==> config.mk <==
export PLATFORM = sky130hd
export DESIGN_NAME = eight_point_ifft
export DESIGN_NICKNAME = d
export VERILOG_FILES = /design/src/rtl/fft_pkg.sv /design/src/rtl/ifft_butterfly.sv /design/src/rtl/eight_point_ifft.sv
export SDC_FILE = /design/constraint.sdc
export NUM_CORES = 2
export LEC_CHECK = 0
export CAP_MARGIN = 5
export CORE_ASPECT_RATIO = 1.25
export CORE_MARGIN = 4
export CORE_UTILIZATION = 40
export CTS_BUF_LIST = sky130_fd_sc_hd__clkbuf_4 sky130_fd_sc_hd__clkbuf_8
export CTS_CLUSTER_SIZE = 24
export DETAILED_ROUTE_END_ITERATION = 12
export PLACE_DENSITY = 0.71
export REMOVE_ABC_BUFFERS = 1
export SLEW_MARGIN = 40
export SYNTH_ARGS = -nofsm -noshare
export SYNTH_HDL_FRONTEND = slang
export SYNTH_HIERARCHICAL = 1
export SYNTH_SLANG_ARGS = --single-unit
==> constraint.sdc <==
create_clock -name CLK -period 25.5 [get_ports CLK]
set_input_delay 5.1 -clock CLK [delete_from_list [all_inputs] [get_ports CLK]]
set_output_delay 5.1 -clock CLK [all_outputs]
set_load 0.02 [all_outputs]
==> src/rtl/fft_pkg.sv <==
// Shared types and constants for the iterative 8-point FFT/IFFT family.
// Twiddles are Q8.8; the table here holds the conjugated (inverse) set.
package fft_pkg;

  localparam int DEF_DATA_W = 16;
  localparam int DEF_FRAC_W = 8;
  localparam int TW_W       = 16;

  typedef enum logic [1:0] {
    S_IDLE    = 2'd0,
    S_COMPUTE = 2'd1,
    S_DONE    = 2'd2
  } state_t;

  // Entry t is conj(W8^t): (256,0) (181,181) (0,256) (-181,181)
  localparam logic [3:0][TW_W-1:0] TW_RE = {
    16'hFF4B, 16'h0000, 16'h00B5, 16'h0100
  };
  localparam logic [3:0][TW_W-1:0] TW_IM = {
    16'h00B5, 16'h0100, 16'h00B5, 16'h0000
  };

  function automatic logic [2:0] bitrev3(input logic [2:0] k);
    return {k[0], k[1], k[2]};
  endfunction

endpackage

==> src/rtl/ifft_butterfly.sv <==
// Radix-2 DIT butterfly: a +/- b*w, halved, saturated.
// Twiddle sign selects inverse or forward direction.
module ifft_butterfly #(
  parameter int DATA_W = 16,
  parameter int FRAC_W = 8,
  parameter int TW_W   = 16
) (
  input  logic signed [DATA_W-1:0] a_re,
  input  logic signed [DATA_W-1:0] a_im,
  input  logic signed [DATA_W-1:0] b_re,
  input  logic signed [DATA_W-1:0] b_im,
  input  logic signed [TW_W-1:0]   w_re,
  input  logic signed [TW_W-1:0]   w_im,
  output logic signed [DATA_W-1:0] ya_re,
  output logic signed [DATA_W-1:0] ya_im,
  output logic signed [DATA_W-1:0] yb_re,
  output logic signed [DATA_W-1:0] yb_im
);

  localparam int MW = DATA_W + TW_W;
  localparam int PW = MW + 1;
  localparam int SW = DATA_W + 2;

  localparam logic signed [SW-1:0] MAXV =
    SW'((2 ** (DATA_W - 1)) - 1);
  localparam logic signed [SW-1:0] MINV = -MAXV - SW'(1);

  function automatic logic signed [DATA_W-1:0] sat(
    input logic signed [SW-1:0] v
  );
    if (v > MAXV) return MAXV[DATA_W-1:0];
    if (v < MINV) return MINV[DATA_W-1:0];
    return v[DATA_W-1:0];
  endfunction

  logic signed [MW-1:0] m_rr, m_ii, m_ri, m_ir;
  logic signed [PW-1:0] pr_full, pi_full;
  logic signed [SW-1:0] p_re, p_im;
  logic signed [SW-1:0] s_re, s_im, d_re, d_im;

  // Complex multiply, floor-shift, then (a +/- p)/2 with saturation
  always_comb begin
    m_rr    = MW'(b_re) * MW'(w_re);
    m_ii    = MW'(b_im) * MW'(w_im);
    m_ri    = MW'(b_re) * MW'(w_im);
    m_ir    = MW'(b_im) * MW'(w_re);
    pr_full = PW'(m_rr) - PW'(m_ii);
    pi_full = PW'(m_ri) + PW'(m_ir);
    p_re    = SW'(pr_full >>> FRAC_W);
    p_im    = SW'(pi_full >>> FRAC_W);
    s_re    = (SW'(a_re) + p_re) >>> 1;
    s_im    = (SW'(a_im) + p_im) >>> 1;
    d_re    = (SW'(a_re) - p_re) >>> 1;
    d_im    = (SW'(a_im) - p_im) >>> 1;
    ya_re   = sat(s_re);
    ya_im   = sat(s_im);
    yb_re   = sat(d_re);
    yb_im   = sat(d_im);
  end

endmodule

==> src/rtl/eight_point_ifft.sv <==
// Iterative 8-point radix-2 DIT inverse FFT, one butterfly per cycle.
// Load bank keeps the input so a repeated start recomputes the same result.
module eight_point_ifft
  import fft_pkg::*;
#(
  parameter int DATA_W = DEF_DATA_W,
  parameter int FRAC_W = DEF_FRAC_W
) (
  input  logic                     CLK,
  input  logic                     RST,
  input  logic signed [DATA_W-1:0] in0_real,
  input  logic signed [DATA_W-1:0] in1_real,
  input  logic signed [DATA_W-1:0] in2_real,
  input  logic signed [DATA_W-1:0] in3_real,
  input  logic signed [DATA_W-1:0] in4_real,
  input  logic signed [DATA_W-1:0] in5_real,
  input  logic signed [DATA_W-1:0] in6_real,
  input  logic signed [DATA_W-1:0] in7_real,
  input  logic signed [DATA_W-1:0] in0_imag,
  input  logic signed [DATA_W-1:0] in1_imag,
  input  logic signed [DATA_W-1:0] in2_imag,
  input  logic signed [DATA_W-1:0] in3_imag,
  input  logic signed [DATA_W-1:0] in4_imag,
  input  logic signed [DATA_W-1:0] in5_imag,
  input  logic signed [DATA_W-1:0] in6_imag,
  input  logic signed [DATA_W-1:0] in7_imag,
  input  logic                     write,
  input  logic                     start,
  output logic signed [DATA_W-1:0] out0_real,
  output logic signed [DATA_W-1:0] out1_real,
  output logic signed [DATA_W-1:0] out2_real,
  output logic signed [DATA_W-1:0] out3_real,
  output logic signed [DATA_W-1:0] out4_real,
  output logic signed [DATA_W-1:0] out5_real,
  output logic signed [DATA_W-1:0] out6_real,
  output logic signed [DATA_W-1:0] out7_real,
  output logic signed [DATA_W-1:0] out0_imag,
  output logic signed [DATA_W-1:0] out1_imag,
  output logic signed [DATA_W-1:0] out2_imag,
  output logic signed [DATA_W-1:0] out3_imag,
  output logic signed [DATA_W-1:0] out4_imag,
  output logic signed [DATA_W-1:0] out5_imag,
  output logic signed [DATA_W-1:0] out6_imag,
  output logic signed [DATA_W-1:0] out7_imag,
  output logic                     ready
);

  state_t state, state_nx;
  logic [3:0] cnt;
  logic load_en, go_en, bf_en, fin_en;
  logic [2:0] top, bot;
  logic [1:0] tw;

  logic signed [DATA_W-1:0] in_re[8], in_im[8];
  logic signed [DATA_W-1:0] ld_re[8], ld_im[8];
  logic signed [DATA_W-1:0] wk_re[8], wk_im[8];
  logic signed [DATA_W-1:0] res_re[8], res_im[8];
  logic signed [DATA_W-1:0] ya_re, ya_im, yb_re, yb_im;

  assign in_re = '{in0_real, in1_real, in2_real, in3_real,
                   in4_real, in5_real, in6_real, in7_real};
  assign in_im = '{in0_imag, in1_imag, in2_imag, in3_imag,
                   in4_imag, in5_imag, in6_imag, in7_imag};

  // State register
  always_ff @(posedge CLK or posedge RST) begin
    if (RST) state <= S_IDLE;
    else     state <= state_nx;
  end

  // Next state and command decode; write beats start
  always_comb begin
    state_nx = state;
    load_en  = 1'b0;
    go_en    = 1'b0;
    bf_en    = 1'b0;
    fin_en   = 1'b0;
    case (state)
      S_IDLE, S_DONE: begin
        if (write) begin
          load_en  = 1'b1;
          state_nx = S_IDLE;
        end else if (start) begin
          go_en    = 1'b1;
          state_nx = S_COMPUTE;
        end
      end
      S_COMPUTE: begin
        if (cnt == 4'd12) begin
          fin_en   = 1'b1;
          state_nx = S_DONE;
        end else begin
          bf_en = 1'b1;
        end
      end
      default: state_nx = S_IDLE;
    endcase
  end

  // Butterfly pair and twiddle for counter value: stage cnt[3:2], j cnt[1:0]
  always_comb begin
    top = '0;
    bot = '0;
    tw  = '0;
    case (cnt[3:2])
      2'd0: begin
        top = {cnt[1:0], 1'b0};
        bot = {cnt[1:0], 1'b1};
      end
      2'd1: begin
        top = {cnt[1], 1'b0, cnt[0]};
        bot = {cnt[1], 1'b1, cnt[0]};
        tw  = {cnt[0], 1'b0};
      end
      2'd2: begin
        top = {1'b0, cnt[1:0]};
        bot = {1'b1, cnt[1:0]};
        tw  = cnt[1:0];
      end
      default: ;
    endcase
  end

  ifft_butterfly #(
    .DATA_W (DATA_W),
    .FRAC_W (FRAC_W),
    .TW_W   (TW_W)
  ) u_bf (
    .a_re  (wk_re[top]),
    .a_im  (wk_im[top]),
    .b_re  (wk_re[bot]),
    .b_im  (wk_im[bot]),
    .w_re  (TW_RE[tw]),
    .w_im  (TW_IM[tw]),
    .ya_re (ya_re),
    .ya_im (ya_im),
    .yb_re (yb_re),
    .yb_im (yb_im)
  );

  // Load bank, in-place working regs, counter, result regs, ready
  always_ff @(posedge CLK or posedge RST) begin
    if (RST) begin
      cnt   <= '0;
      ready <= 1'b0;
      for (int k = 0; k < 8; k++) begin
        ld_re[k]  <= '0;
        ld_im[k]  <= '0;
        wk_re[k]  <= '0;
        wk_im[k]  <= '0;
        res_re[k] <= '0;
        res_im[k] <= '0;
      end
    end else begin
      if (load_en) begin
        ready <= 1'b0;
        for (int k = 0; k < 8; k++) begin
          ld_re[bitrev3(3'(k))] <= in_re[k];
          ld_im[bitrev3(3'(k))] <= in_im[k];
        end
      end
      if (go_en) begin
        ready <= 1'b0;
        cnt   <= '0;
        wk_re <= ld_re;
        wk_im <= ld_im;
      end
      if (bf_en) begin
        wk_re[top] <= ya_re;
        wk_im[top] <= ya_im;
        wk_re[bot] <= yb_re;
        wk_im[bot] <= yb_im;
        cnt        <= cnt + 4'd1;
      end
      if (fin_en) begin
        res_re <= wk_re;
        res_im <= wk_im;
        ready  <= 1'b1;
      end
    end
  end

  assign out0_real = res_re[0];
  assign out1_real = res_re[1];
  assign out2_real = res_re[2];
  assign out3_real = res_re[3];
  assign out4_real = res_re[4];
  assign out5_real = res_re[5];
  assign out6_real = res_re[6];
  assign out7_real = res_re[7];
  assign out0_imag = res_im[0];
  assign out1_imag = res_im[1];
  assign out2_imag = res_im[2];
  assign out3_imag = res_im[3];
  assign out4_imag = res_im[4];
  assign out5_imag = res_im[5];
  assign out6_imag = res_im[6];
  assign out7_imag = res_im[7];

endmodule

==> qor.yml <==
grt_use_total: 0.2885
maxCapViolCount: 0
cts-hold-fix-buffers: 0
grt_pass1_wl_um: 408900
vias: 58950
via_per_inst: 5.868
fmax_ghz: 0.06768
slew_viol_final: 0
grt_pass1_vias: 62180
cp_num_buf_inv: 9
ios: 517
multi_input_area_um2: 48750
antenna_found_initial: 28
synth_edf_count: 0
grt-ovfl-total: 0
required_ns: 26.31
critPathKind: "register to register"
cp_common_cell: "fa_1"
worst_pin_slew_ns: 1.013
grt_max_degree: 189
ctsHtreeMaxLevel: 4
cts_root_buf: "clkbuf_8"
cts_num_sinks: 775
start_kind: "register"
cts_buffer_depth: 3
hold_ws_ns: 0.5063
final-hold-violation-count: 0
initial_core_util: 0.4034
final_nets: 9074
setup_viol: 0
final_common_cell: "inv_1"
die_width_um: 391.8
async_flop_share: 1.000
cts_tree: "built"
cts_buffers: 132
ys_ff_latch: 775
crit_slowest_cell: "nor2_1"
postCtsSetupBuffers: 0
min_period_over_period: 0.5794
synth-main-ff-cell: "dfrtp_1"
fp.dieArea_um2: 191100
cp.arrival_ns: 15.59
synth_area_per_cell_um2: 10.20
ys_types: 95
drtPass1Iterations: 10
drive_gt1_frac: 0.1316
io_buffers: 516
core_area_um2: 182600
placedCellCount: 9792
drt_iter0_drc: 6896
final_cell_mix: "inv_1 (1092), fa_1 (924), nand2_1 (798)"
finClkSkew_ns: 0.07136
cp-end-kind: "register"
fin_crit_ns: 14.77
drt_wl_total_um: 276800
fp.dieH_um: 487.8
ff_latch_area_um2: 19390
crit_family: "adder cells"
ant_nets: 0
clock_latency_ns: 0.94
max_stage_delay_ns: 0.78
stdcell_count: 10050
crit_fanout: 38
area.growth.synth_to_final_pct: 14.96
ys.warnings.count: 6
rsz0062_at_grt: "false"
drc: 0
clk_pin_slew_ns: 0.06
nFillCells: 16900
slew_headroom: 0.3224
routedWlPerCell_um: 27.56
cts_resized: 0
placementRows: 175
place_congestion: 1.001
ys_seq_area_frac: 0.2633
worstHoldPathType: "register to register"
syn_area_um2: 73660
status: "finished, final reports clean"
netlist_instances: 7224
hpwlAfterDp_um: 199800
[synth_stat cells (all sizes together), types with 129 or more instances]
cell	number	share of area
clkbuf	411	0.021
mux2	514	0.079
a32oi	129	0.015
dfrtp	775	0.26
mux2i	202	0.027
and2	516	0.044
nand2	811	0.041
inv	1095	0.056
o21ai	131	0.0091
ha	347	0.059
fa	924	0.25
xnor2	152	0.018
[metrics by stage]
step / area [µm²] / utilization / TNS, ns / worst slack, ns
4_1_cts: 84530 / 0.4629 / 0 / 11.06
3_5_place_dp: 81510 / 0.4464 / 0 / 11.06
2_1_floorplan: 71830 / - / -1051.39 / -1.357
3_3_place_gp: 81220 / 0.4447 / 0 / 10.81
5_1_grt: 84660 / 0.4636 / 0 / 10.23
6_report: 84680 / 0.4637 / 0 / 10.73
[state kept, by name, summed over array words and instances (netlist names), 128 cells and up]
signal / count
wk_re: 128
ld_im: 128
ld_re: 128
wk_im: 128
[cells by family after synthesis]
| kind of cell | after synthesis | synth area share |
|---|---|---|
| other | 1 | 0.00005091 |
| adder cells (fa/ha/maj) | 1292 | 0.3129 |
| multiplexers | 739 | 0.1131 |
| AND/OR/NAND/NOR | 1751 | 0.1165 |
| buffers and inverters | 1600 | 0.08302 |
| flip-flops | 775 | 0.2633 |
| AO/OA/AOI/OAI | 876 | 0.08843 |
| XOR/XNOR | 190 | 0.02279 |
[final timing paths]
path	start	to	slack, ns	cells past startpoint
max reg2reg	cnt[3]	wk_im[75]	10.73	40
min in group asynchronous	RST	out1_real[5]	4.62	2
min reg2reg	out3_real[13]	out3_real[13]	0.51	1
max in group asynchronous	RST	ld_im[94]	18.53	6
max	cnt[3]	wk_im[75]	10.73	40
min	out3_real[13]	out3_real[13]	0.51	1
[per-layer routing]
layer | vias up | track usage | wire length [µm]
li1 | 24120 | - | -
met1 | 29630 | 0.3609 | 101300
met2 | 4091 | 0.4357 | 121400
met3 | 1088 | 0.1043 | 35720
met4 | 22 | 0.1549 | 18210
met5 | - | 0 | 140
[final cells by class]
| type | instances | area share |
|---|---|---|
| inverters | 1096 | 0.04870 |
| diodes | 13 | 0.0003842 |
| clock buffers | 203 | 0.03033 |
| repair buffers | 644 | 0.07532 |
| clock inverters | 32 | 0.005260 |
| well taps | 2389 | 0.03530 |
| multi-input cells | 4894 | 0.5757 |
| flip-flops and latches | 775 | 0.2290 |
Power is not shown: default switching activity piles up to over one toggle a cycle in this logic, so the estimate is an artifact.
